**src/rtl/dac_serial_tx.sv**
```systemverilog
// Serial DAC transmitter: latches a sample on en_out and shifts it MSB-first over sync_n/sclk/sdata.
// Optional macro DAC_TX_CTRL_EN prepends the 4 ctrl bits to each frame.
module dac_serial_tx #(
  parameter int DATA_W  = 12,
  parameter int CLK_DIV = 4
) (
  input  logic              clk,
  input  logic              rst,
  input  logic              en_out,
  input  logic [DATA_W-1:0] data_in,
  input  logic [3:0]        ctrl,
  output logic              sclk,
  output logic              sync_n,
  output logic              sdata,
  output logic              busy,
  output logic              done,
  output logic              ovr
);

`ifdef DAC_TX_CTRL_EN
  localparam int FRAME_W = DATA_W + 4;
  logic [FRAME_W-1:0] frame;
  assign frame = {ctrl, data_in};
`else
  localparam int FRAME_W = DATA_W;
  logic [FRAME_W-1:0] frame;
  logic               ctrl_unused;
  assign frame       = data_in;
  assign ctrl_unused = ^ctrl;
`endif

  localparam int DIV_W = (CLK_DIV > 1) ? $clog2(CLK_DIV) : 1;
  localparam int BIT_W = $clog2(FRAME_W);

  localparam logic [1:0] IDLE  = 2'd0;
  localparam logic [1:0] SHIFT = 2'd1;
  localparam logic [1:0] HOLD  = 2'd2;

  logic [1:0]         state;
  logic [FRAME_W-1:0] shift_reg;
  logic [BIT_W-1:0]   bit_cnt;
  logic [DIV_W-1:0]   div_cnt;
  logic               low_phase;
  logic               div_last;

  assign div_last = (div_cnt == DIV_W'(CLK_DIV - 1));

  // low_phase tracks which sclk half-period the divider is timing within a bit
  always_ff @(posedge clk or posedge rst) begin
    if (rst) begin
      state     <= IDLE;
      shift_reg <= '0;
      bit_cnt   <= '0;
      div_cnt   <= '0;
      low_phase <= 1'b0;
      sclk      <= 1'b1;
      sync_n    <= 1'b1;
      sdata     <= 1'b0;
      busy      <= 1'b0;
      done      <= 1'b0;
      ovr       <= 1'b0;
    end else begin
      done <= 1'b0;
      ovr  <= 1'b0;
      case (state)
        IDLE: begin
          if (en_out) begin
            shift_reg <= frame;
            sdata     <= frame[FRAME_W-1];
            sync_n    <= 1'b0;
            sclk      <= 1'b1;
            busy      <= 1'b1;
            bit_cnt   <= BIT_W'(FRAME_W - 1);
            div_cnt   <= '0;
            low_phase <= 1'b0;
            state     <= SHIFT;
          end
        end
        SHIFT: begin
          ovr <= en_out;
          if (!div_last) begin
            div_cnt <= div_cnt + DIV_W'(1);
          end else begin
            div_cnt <= '0;
            if (!low_phase) begin
              sclk      <= 1'b0;
              low_phase <= 1'b1;
            end else if (bit_cnt == '0) begin
              sclk      <= 1'b1;
              sync_n    <= 1'b1;
              sdata     <= 1'b0;
              low_phase <= 1'b0;
              shift_reg <= '0;
              state     <= HOLD;
            end else begin
              // next bit appears together with the rising sclk edge
              bit_cnt   <= bit_cnt - BIT_W'(1);
              shift_reg <= {shift_reg[FRAME_W-2:0], 1'b0};
              sdata     <= shift_reg[FRAME_W-2];
              sclk      <= 1'b1;
              low_phase <= 1'b0;
            end
          end
        end
        HOLD: begin
          ovr <= en_out;
          if (!div_last) begin
            div_cnt <= div_cnt + DIV_W'(1);
          end else begin
            div_cnt <= '0;
            busy    <= 1'b0;
            done    <= 1'b1;
            state   <= IDLE;
          end
        end
        default: state <= IDLE;
      endcase
    end
  end

endmodule

```
**config.mk**
```make
export PLATFORM = sky130hd
export DESIGN_NAME = dac_serial_tx
export DESIGN_NICKNAME = d
export VERILOG_FILES = /design/src/rtl/dac_serial_tx.sv
export SDC_FILE = /design/constraint.sdc
export NUM_CORES = 1
export LEC_CHECK = 0
export CAP_MARGIN = 0
export CORE_ASPECT_RATIO = 1.1
export CORE_MARGIN = 1.5
export CORE_UTILIZATION = 25
export CTS_CLUSTER_DIAMETER = 200
export DETAILED_ROUTE_END_ITERATION = 16
export PLACE_DENSITY = 0.47
export SKIP_CTS_REPAIR_TIMING = 1
export SLEW_MARGIN = 20
export SYNTH_ARGS = -nofsm -noshare
export SYNTH_HDL_FRONTEND = slang
export SYNTH_SLANG_ARGS = --single-unit
```
**constraint.sdc**
```tcl
create_clock -name clk -period 2.6 [get_ports clk]
set_clock_uncertainty 0.1 [all_clocks]
set_input_delay 0.26 -clock clk [delete_from_list [all_inputs] [get_ports clk]]
set_output_delay 0.26 -clock clk [all_outputs]
set_load 0.01 [all_outputs]
```
==> results.md, run 1 <==
- Run status: finished clean
- Routed WL: 2540 um
- Top cells by area in the synthesized netlist: dfrtp_1 (46%), nand2_1 (8.0%), ha_1 (6.7%)
- Tmin final: about 2200 ps
- Via count of the routed design: approximately 990
- Detailed Place HPWL: ~1900 um
- Number of ports placed on the die boundary: 25
- Number of warnings issued by yosys: 0
- Max-slew headroom at the worst pin: 0.727
- Crit-path slowest cell: dfrtp_1
- Worst Reg2Reg Path Length in Cells: 6
- Core footprint: about 5000 um2
- Combinational share of power: 0.490
- Number of failing hold endpoints at the final stage: 0
- Number of nets produced by synthesis: roughly 160
- Overall die area: 5700 um2
- Kind of end point of the critical path: flop
- Seq pwr share: 0.346
- Worst flop-to-flop path endpoint: bit_cnt[0]
- Number of standard cells after synthesis: 136
- TritonCTS clock tree: done
- Initial antenna violation count: 0
- Yosys top cell by area: dfrtp_1
- Largest voltage drop on the vdd net: between 0.0003 and 0.0004 V
- Synth-to-layout area growth: 25.9%
- Highest fanout seen on the critical path: 8
- Area fraction of the dominant cell type after synthesis: 0.457
- Cell area after technology mapping: 1310 um2
- Pre-Repair DR Iteration Count: 4
- Initial cell density of the core: 0.261
- Number of cell rows: 27
- Setup TNS: 0 ps
- Classification of the worst setup path: reg2reg
- Power Internal: 1.26 mW
- Leak: between 0.7 and 0.8 nW
- Number of synthesized register bits: 26
- Sequential element share of the synthesized area: 0.497
- Master cell of the clock root buffer: clkbuf_8
- Via-per-instance ratio: ~4.6
- Antenna Diode Count: 0
- Fmax: approximately 0.46 GHz
- Number of global-route vias before repair: 1039
- Origin of the worst setup path: state[1]
- Distinct cell type count of the synthesized netlist: 36
- Inserted Clock Buffers: 3
- Port Buf Inserts: 20
- Flop2flop setup slack: just over 400 ps
- Share of final-layout standard cells stronger than drive strength 1: 0.108
- Filler-free cell count of the finished design: 216
- Largest register FFs: 11
- Reg-to-Reg Start: state[1]
- Leftover overflow at the end of global routing: 0
- Clk pin slew, worst setup/hold paths: around 100 ps
- Delay of the slowest cell on the worst path: around 390 ps
- Destination of the critical timing path: bit_cnt[0]
- Net switching power figure: 0.799 mW
- H-tree lvl count: 1
- Most used cells in the layout excluding fill and tap cells: nand2_1 (28), dfrtp_1 (24), clkdlybuf4s50_1 (20)
- Horiz. Die Dim: roughly 70 um
- Switching part of the total power: 0.389
- Number of max-capacitance violations reported: 0
- Unrepaired setup endpoints after global routing: false
- Launching element type of the critical path: flop
- Wire length of the first global-routing pass: about 4500 um
- Power per unit of standard cell area: 1240 nW/um2
- Number of placed instances, taps included: about 210
- Worst Path Required: 2670 ps
- Per-cell routed wire length: approximately 12 um
- Clock Latency Late Sink: roughly 270 ps
- Slew Viols, Final: 0
- Final Setup Violations: 0
- Pin count of the biggest net entering global routing: 27
- Arrival time reported for the critical path endpoint: between 2000 and 2500 ps
- Most common cell after layout, fill and taps aside: nand2_1
- Part of the cycle the worst path needs: 0.841
- Remaining antenna violation count: 0
- Post-synthesis average cell area: approximately 9.7 um2
- Class of the worst hold path: in2async
- Final Net Count: ~190
- DRC errors left: 0
- RD Place Congestion: between 0.7 and 0.8
- Ordered cell list for the critical path: inv_1 -> ha_1 -> mux2i_1 -> a21o_2 -> a21oi_2 -> mux2_1
- Die height: approximately 80 um
- Drt first-iter violations: between 70 and 80
- Count of clock tree sinks: 26
- Total Routing Usage GR: 0.100
- Part of the total power dissipated in the clock network: 0.164
- Transition time at the pin with the least slew margin: around 400 ps
- Maximum buffer depth of the clock tree: 2
[how the worst min path moves through the flow]
stage,from,end,slack (ps),cells after the start
final,rst,shift_reg[10],230,3
after global routing,rst,shift_reg[10],290,3
after CTS,rst,shift_reg[2],240,3
after detailed placement,sclk,sclk,390,2
after global placement,div_cnt[1],div_cnt[1],380,1
after floorplan,rst,bit_cnt[0],200,1
[layout make-up]
class	instances	area [um2]
timing repair buffer	23	223
fill	529	3380
clock buffer	3	41.3
inverter	12	45.0
tap	58	72.6
sequential	26	653
clock inverter	1	30.0
multi-input combinational	93	589
[critical path, delay by kind of cell, from the launching register on]
kind,cells,cell delay (ps)
muxes,2,570
AOI/OAI and AO/OA,2,510
DFF,1,390
adders and majority gates,1,390
buffers and inverters,1,130
[power by group through the flow]
stage | sequential [mW] | clock [mW] | combinational, mW
floorplan | 0.711 | 0 | 0.774
global placement | 0.716 | 0 | 1.00
detailed placement | 0.722 | 0 | 1.03
CTS | 0.713 | 0.350 | 1.03
global route | 0.738 | 0.362 | 1.15
finish | 0.711 | 0.337 | 1.01
[cell usage after synthesis]
cell,n
o22ai_1,1
o21a_1,1
inv_1,11
inv_2,1
a21oi_2,1
ha_1,7
a31oi_1,12
o21ai_1,1
mux2_4,1
nor3b_2,1
or3_1,1
dfrtp_1,24
o22a_1,1
o31ai_1,1
o221a_1,1
clkbuf_1,1
nor2_1,14
nor2_2,1
o21ai_0,4
a21oi_1,2
mux2_1,1
a21o_2,1
buf_4,1
a41o_1,1
a221oi_4,1
nand2b_1,1
or3_4,1
o2bb2ai_1,1
and2_1,1
nand2_1,28
buf_2,3
dfstp_2,2
mux2i_1,2
nor3_1,1
nand3_1,2
a32o_1,2
[logic make-up (layout without fill, tap and decap cells)]
kind of cell | Yosys count | after routing | synth area share
buffers and inverters | 17 | 39 | 0.0543
and+or+nand+nor | 51 | 51 | 0.169
DFF | 26 | 26 | 0.497
adders and majority gates | 7 | 7 | 0.0667
AOI/OAI and AO/OA | 31 | 31 | 0.178
muxes | 4 | 4 | 0.0352
[per-layer routing]
layer | vias to the layer above | wire length, um | GRT usage
li1 | 507 | - | -
met1 | 462 | 1170 | 0.124
met2 | 14 | 1260 | 0.173
met3 | 2 | 88 | 0.0228
met4 | 0 | 13 | 0.0283
met5 | - | 0 | 0
[per-stage QoR]
step                      utilization  hold slack (ps)  setup WS [ps]  power [mW]  area [um2]
final                           0.329              233            414        2.06        1650
after global routing            0.329              294            290        2.25        1650
after CTS                       0.329              240            428        2.09        1650
after detailed placement        0.314              391            430        1.75        1580
after global placement          0.314              378            497        1.72        1580
after floorplan                     -              199            726        1.49        1310
Power figures use the tool's default switching activity.
==> run 2, diff against run 1 <==
==> constraint.sdc (replaced) <==
create_clock -name clk -period 2.2 [get_ports clk]
set_clock_uncertainty 0.1 [all_clocks]
set_input_delay 0.22 -clock clk [delete_from_list [all_inputs] [get_ports clk]]
set_output_delay 0.22 -clock clk [all_outputs]
set_load 0.01 [all_outputs]
==> run 2 against run 1 <==
Cell count up 1.9%. Cell area rose by 0.45%. Sequential power rose by 19%. Sequential share of layout area decreased by 0.18 points. Non-clock buffer count up 5. First-iteration DRC count is 77% lower. Sequential cell count unchanged. Power grew 16%. Register-to-register slack got worse by 170 ps. Fmax increased by 12%. Critical endpoint unchanged. Largest power group unchanged. Highest routed layer unchanged.
==> results.md, run 2 (synthesis gave the netlist of run 1 again) <==
- Inserted Clock Buffers: 3
- Seq pwr share: 0.354
- Clock Latency Late Sink: ~270 ps
- Number of failing hold endpoints at the final stage: 0
- Pre-Repair DR Iteration Count: 6
- Power per unit of standard cell area: between 1000 and 1500 nW/um2
- Master cell of the clock root buffer: clkbuf_8
- Per-cell routed wire length: 11.9 um
- Part of the cycle the worst path needs: 0.891
- Total design power: between 2 and 2.5 mW
- Initial cell density of the core: 0.261
- Transition time at the pin with the least slew margin: approximately 330 ps
- Run status: finished clean
- Leak: between 0.7 and 0.8 nW
- H-tree lvl count: 1
- Wire length of the first global-routing pass: around 4600 um
- Setup TNS: 0 ps
- Remaining antenna violation count: 0
- Port Buf Inserts: 20
- Total of fill cells in the finished design: ~500
- Most common cell after layout, fill and taps aside: nand2_1
- Share of final-layout standard cells stronger than drive strength 1: 0.130
- Number of global-route vias before repair: between 1000 and 1500
- Number of ports placed on the die boundary: 25
- Pin count of the biggest net entering global routing: 27
- Count of clock tree sinks: 26
- Net switching power figure: about 0.96 mW
- Horiz. Die Dim: slightly above 70 um
- Slew Viols, Final: 0
- Number of max-capacitance violations reported: 0
- Final Setup Violations: 0
- Initial antenna violation count: 0
- Worst slack on hold paths: approximately 200 ps
- Detailed Place HPWL: slightly below 2000 um
- Most used cells in the layout excluding fill and tap cells: nand2_1 (28), dfrtp_1 (24), clkdlybuf4s50_1 (20)
- Kind of end point of the critical path: flop
- Number of cell rows: 27
- Die height: a little under 80 um
- Total Routing Usage GR: 0.101
- Drt first-iter violations: 17
- Antenna Diode Count: 0
- Via-per-instance ratio: approximately 4.5
- Tmin final: slightly below 2000 ps
- Final Net Count: 190
- Launching element type of the critical path: flop
- Power Internal: 1.43 mW
- DRC errors left: 0
- RD Place Congestion: 0.828
- Max-slew headroom at the worst pin: 0.778
- Synth-to-layout area growth: 26.5%
- Switching part of the total power: 0.402
- Part of the total power dissipated in the clock network: 0.113
- Via count of the routed design: roughly 990
- Combinational share of power: 0.533
- Maximum buffer depth of the clock tree: 2
- Classification of the worst setup path: reg2reg
- Core footprint: 5030 um2
- Worst Path Required: roughly 2300 ps
- Largest voltage drop on the vdd net: about 0.0004 V
- Routed WL: roughly 2600 um
- TritonCTS clock tree: done
- Unrepaired setup endpoints after global routing: false
- Overall die area: roughly 5700 um2
- Largest register FFs: 11
- Fmax: 0.510 GHz
- Leftover overflow at the end of global routing: 0
- Arrival time reported for the critical path endpoint: 2020 ps
- Class of the worst hold path: in2async
- Highest fanout seen on the critical path: 5
- Clk pin slew, worst setup/hold paths: approximately 90 ps
-- run 2: changes by cell type in the layout (fill, tap and decap cells not counted), sizes merged --
cell    previous run  this run
bufinv             1         0
buf                3         8
-- run 2: worst max-delay path: stages (launching register included) --
cell and delay [ps]:
dfrtp_1 420, inv_1 90, ha_1 270, mux2i_1 180, a21o_2 230, a21oi_2 220, mux2_1 350
-- run 2: final timing paths --
check | start | to | depth (start not counted) | slack (ps)
setup / recovery | state[0] | bit_cnt[0] | 6 | 240
hold / removal | rst | shift_reg[1] | 3 | 200
setup reg to reg | state[0] | bit_cnt[0] | 6 | 240
hold reg to reg | sclk | sclk | 2 | 400
max in group asynchronous | rst | sclk | 3 | 1510
min in group clk | sclk | sclk | 2 | 400
-- run 2: layout make-up --
class                      count  area (um2)  area share
multi-input combinational     93         589       0.355
tap                           58        72.6      0.0437
inverter                      12        45.0      0.0271
sequential                    26         653       0.393
clock buffer                   3        41.3      0.0248
timing repair buffer          28         260       0.157
-- run 2: routing by layer --
metal  GRT usage  vias to the layer above  part of all wire  wire, um
li1            -                      522                 -         -
met1       0.126                      446              0.47      1230
met2       0.177                       19              0.48      1260
met3      0.0203                        5             0.029        77
met4      0.0283                        0             0.015        38
met5           0                        -                 0         0
-- run 2: power by group through the flow --
stage                     sequential (mW)  combinational [mW]  clock (mW)
after CTS                           0.846                1.29       0.283
after detailed placement            0.856                1.29           0
after floorplan                     0.841               0.915           0
after global routing                0.876                1.43       0.300
after global placement              0.845                1.26           0
final                               0.844                1.27       0.270
-- run 2: per-stage QoR --
| step | std cells | worst slack, ps | area, um2 | utilization |
|---|---|---|---|---|
| 3_5_place_dp | 217 | 258 | 1620 | 0.322 |
| 6_report | 220 | 241 | 1660 | 0.330 |
| 5_1_grt | 220 | 78.2 | 1660 | 0.330 |
| 4_1_cts | 220 | 234 | 1660 | 0.330 |
| 2_1_floorplan | 136 | 326 | 1310 | - |
| 3_3_place_gp | 217 | 281 | 1620 | 0.322 |
==> run 3, diff against run 2 <==
--- a/config.mk
+++ b/config.mk
@@ -9,11 +9,8 @@
 export CORE_ASPECT_RATIO = 1.1
 export CORE_MARGIN = 1.5
 export CORE_UTILIZATION = 25
-export CTS_CLUSTER_DIAMETER = 200
 export DETAILED_ROUTE_END_ITERATION = 16
 export PLACE_DENSITY = 0.47
-export SKIP_CTS_REPAIR_TIMING = 1
-export SLEW_MARGIN = 20
 export SYNTH_ARGS = -nofsm -noshare
 export SYNTH_HDL_FRONTEND = slang
 export SYNTH_SLANG_ARGS = --single-unit
==> results of run 3 <==
No change in the layout: final DEF, timing and power equal those of run 2.
==> RTL edit 1, RTL diff (config.mk and constraints of run 3) <==
Build with the macro `DAC_TX_CTRL_EN` defined.
--- a/src/rtl/dac_serial_tx.sv
+++ b/src/rtl/dac_serial_tx.sv
@@ -2,2 +2,4 @@
 // Optional macro DAC_TX_CTRL_EN prepends the 4 ctrl bits to each frame.
+`define DAC_TX_CTRL_EN
+
 module dac_serial_tx #(
Formal check against the unedited RTL: not equivalent (a bounded check fails within 4 cycles, from zero or initial values and one cycle with rst high).
==> RTL edit 1 against run 3 <==
- setup slack worse by 0.079 ns
- sequential cell count rose by 4
- power rose by 22%
- critical path depth is 1 lower
- wire length grew 28%
- combinational power rose by 9%
- cell area grew 28%
- area after synthesis increased by 27%
- highest routed layer unchanged
==> RTL edit 1: results (changes against run 3) <==
synth:
  synth.distinct_cells: 40  # +11%
  seq_area_frac_synth_pct: 45.16  # -4.6 points
  synth.area.top_cells: "dfrtp_1, mux2_1, inv_1"
  synth_fa_ha_area_share_pct: 5.251  # -1.4 points
  synthMuxAreaShare_pct: 15.08  # +12 points
  synth_nets: 184  # +14%
  synth-compound-area-share_pct: 16.50  # -1.3 points
clock_tree:
  htreeDepth: 2  # +1
  cts.sinks: 30  # +15%
finish:
  nClkBuffers: 5  # +2
  layout-drive-gt1-share_pct: 16.49  # +3.5 points
  nMultiInputCombCells: 96  # +3.2%
  bufAreaShareNonClock_pct: 12.75  # -2.9 points
  nNetsFinal: 213  # +12%
  inverters: 26  # +14
  largest_register_ffs: 15  # +4
  final_cell_area_sq_um: 2120  # +28%
  clkCellAreaFrac_pct: 5.136  # +2.7 points
  multi_input_area_sq_um: 787.0  # +34%
place:
  place_hpwl_mm: 2.282  # +17%
  routabilityCongestion: 0.7275  # -12%
  place_ws_ns: 0.1108  # -0.1476 ns
  dp.cells: 262  # +21%
  place_area_sq_um: 2002  # +24%
  io_buffers: 24  # +20%
power:
  pwr-share-clk_pct: 18.9  # +7.6 points
  ir_worst_vdd_v: 0.0004668  # +17%
  p_seq_mw: 0.971  # +15%
  seq_power_share_pct: 33.4  # -2.0 points
  cellLeakagePower_nw: 0.9274  # +27%
worst_setup_path:
  path_delay_family: "simple AND/OR/NAND/NOR gates"
  arrival_ns: 2.11  # +0.09 ns
  slowest_stage: "or3b_4"
  worstPathMaxFanout: 4  # -1
routing:
  drtIter0Drc: 58  # +41
  vias: 1181  # +19%
  routed_wl_mm: 3.335  # +28%
  dr_wl_met2_mm: 1.456  # +15%
  routedWlPerCell_microns: 12.35  # +4.1%
  first_pass_iters: 4  # -2
run_status:
  status: "finished, final reports clean"
global_route:
  use_met3_pct: 2.784  # +0.75 points
  grtUsageMet2_pct: 16.29  # -1.4 points
floorplanning:
  core-area_sq_um: 6516  # +29%
sta:
  tightestPinTransition_ns: 0.4363  # +0.1029 ns
RTL edit 1: cell types whose count changed in the layout (fill, tap and decap cells not counted), moves of 4 or more:
cell / change
clkdlybuf4s50_1: +4
mux2_1: +9
buf_4: -4
a31oi_1: -12
mux2_2: +8
nor2_1: -13
nand2_1: -11
inv_1: +15
dfrtp_1: +4
o22ai_1: +14
RTL edit 1: repair_timing:
action	in CTS	in global routing
resized for setup	0	1
setup endpoints to repair	0	10
hold buffers	0	0
RTL edit 1: path summary, 6_finish.rpt:
| check | start | cells after the start | end | slack [ns] |
|---|---|---|---|---|
| worst max-delay path | bit_cnt[0] | 5 | state[0] | 0.16 |
| worst min-delay path | rst | 3 | sdata | 0.20 |
| worst max register to register | bit_cnt[0] | 5 | state[0] | 0.16 |
| worst min register to register | shift_reg[11] | 1 | shift_reg[11] | 0.39 |
| max in group asynchronous | rst | 3 | sclk | 1.47 |
| min in group clk | shift_reg[11] | 1 | shift_reg[11] | 0.39 |
==> RTL edit 2, RTL diff (config.mk and constraints of run 3) <==
Without the edit above. Put one more register stage on the output `sync_n`, without a reset. The value now appears one clock later. The other outputs are not delayed to match.
--- a/src/rtl/dac_serial_tx.sv
+++ b/src/rtl/dac_serial_tx.sv
@@ -18,2 +18,4 @@
 );
+
+  logic sync_n_s0;
 
@@ -56,3 +58,3 @@
       sclk      <= 1'b1;
-      sync_n    <= 1'b1;
+      sync_n_s0 <= 1'b1;
       sdata     <= 1'b0;
@@ -69,3 +71,3 @@
             sdata     <= frame[FRAME_W-1];
-            sync_n    <= 1'b0;
+            sync_n_s0 <= 1'b0;
             sclk      <= 1'b1;
@@ -89,3 +91,3 @@
               sclk      <= 1'b1;
-              sync_n    <= 1'b1;
+              sync_n_s0 <= 1'b1;
               sdata     <= 1'b0;
@@ -120,2 +122,6 @@
 
+  always_ff @(posedge clk) begin
+    sync_n <= sync_n_s0;
+  end
+
 endmodule
Formal check against the unedited RTL: not equivalent (Yosys sat finds a counterexample within 4 cycles, from zero or initial values and one cycle with rst high).
==> RTL edit 2 against run 3 <==
- first-iteration DRC count up 110%
- cell area up 1.2%
- non-clock buffer count down 1
- setup slack better by 0.018 ns
- wire length down 1.6%
- area after synthesis up 1.8%
- sequential share of layout area up 0.72 points
- largest power group unchanged
- power up 1.2%
- combinational power about the same
- highest routed layer unchanged
- critical endpoint is now state[0]
- sequential cell count up 1
==> RTL edit 2: results (changes against run 3) <==
global_route:
  grt_usage_pct: 9.952  # -0.20 points
  grt_pass1_wl_mm: 4.650  # +1.2%
worst_setup_path:
  slowest_stage: "a2111o_1"
  arrival_ns: 2.00  # -0.02 ns
  path_delay_family: "compound AO/OA/AOI/OAI gates"
  worstPathMaxFanout: 6  # +1
place:
  dp.cells: 218  # +0.46%
  place_ws_ns: 0.2866  # +0.02817 ns
  routabilityCongestion: 0.7095  # -14%
synth:
  synth.distinct_cells: 38  # +5.6%
  seq_area_frac_synth_pct: 50.33  # +0.61 points
  synth_nets: 164  # +1.2%
  synthMuxAreaShare_pct: 4.958  # +1.4 points
  synth.avg_cell_area_sq_um: 9.692  # +0.33%
  synth-compound-area-share_pct: 17.21  # -0.60 points
  synth.area.top_cells: "dfrtp_1, nand2_1, ha_1"
  synth_common_cells: "nand2_1, dfrtp_1, nor2_1"
routing:
  dr_wl_met2_mm: 1.355  # +7.3%
  first_pass_iters: 4  # -2
  routed_wl_mm: 2.569  # -1.6%
  routedWlPerCell_microns: 11.57  # -2.5%
  wl_met1_mm: 1.117  # -9.3%
  vias_per_cell: 4.680  # +3.8%
clock_tree:
  postCtsResizedCells: 0  # unchanged
sta:
  tightestPinTransition_ns: 0.3332  # -0.0002465 ns
finish:
  fillers: 538  # +4.9%
  nNetsFinal: 191  # +0.53%
  layout-drive-gt1-share_pct: 11.59  # -1.4 points
power:
  cellLeakagePower_nw: 0.7456  # +2.1%
  switching_power_mw: 0.9624  # +0.40%
  ir_worst_vdd_v: 0.0003892  # -2.8%
run_status:
  status: "finished, final reports clean"
RTL edit 2: worst paths after layout:
check	start	to	slack (ns)	depth (start not counted)
hold / removal	rst	shift_reg[2]	0.20	3
setup reg to reg	state[0]	state[0]	0.26	5
setup / recovery	state[0]	state[0]	0.26	5
max in group asynchronous	rst	sclk	1.50	3
min in group clk	sync_n_s0	sync_n	0.31	0
hold reg to reg	sync_n_s0	sync_n	0.31	0
RTL edit 2: power by group through the flow:
stage	logic, mW	clock network, mW	registers (mW)
2_1_floorplan	0.913	0	0.872
3_3_place_gp	1.26	0	0.874
3_5_place_dp	1.29	0	0.881
4_1_cts	1.29	0.294	0.872
5_1_grt	1.44	0.310	0.904
6_report	1.27	0.280	0.868
RTL edit 2: worst reg2reg max path, stage by stage, from the launching register on:
cell and delay (ns):
dfrtp_1 0.41, inv_1 0.08, ha_1 0.27, nor2b_1 0.20, a2111o_1 0.46, mux2_4 0.31
RTL edit 2: cell families (layout without fill, tap and decap cells):
group / after synthesis / in the layout
fa+ha+maj: 7 / 7
mux: 6 / 6
compound gates: 32 / 32
buf+inv: 17 / 43
flops: 27 / 27
simple gates: 49 / 49
RTL edit 2: metrics by stage:
step	total power, mW	util (%)	instance area (sq um)
after CTS	2.457	33.19	1682
after detailed placement	2.168	32.30	1637
final	2.415	33.19	1682
after global placement	2.131	32.30	1637
after floorplan	1.785	-	1338
after global routing	2.653	33.19	1682
RTL edit 2: final cells by class:
type,count,area (sq um),area share [%]
clock buffers,4,45.04,2.679
inverters,12,45.04,2.679
multi-input cells,94,593.1,35.27
repair buffers,27,252.7,15.03
well taps,58,72.57,4.315
flip-flops and latches,27,673.1,40.03
RTL edit 2: metal layers:
layer  track usage [%]  vias to the layer above
met4             2.830                        0
met2             18.35                       15
met1             11.52                      496
li1                  -                      526
met5                 0                        -
met3             1.894                        2
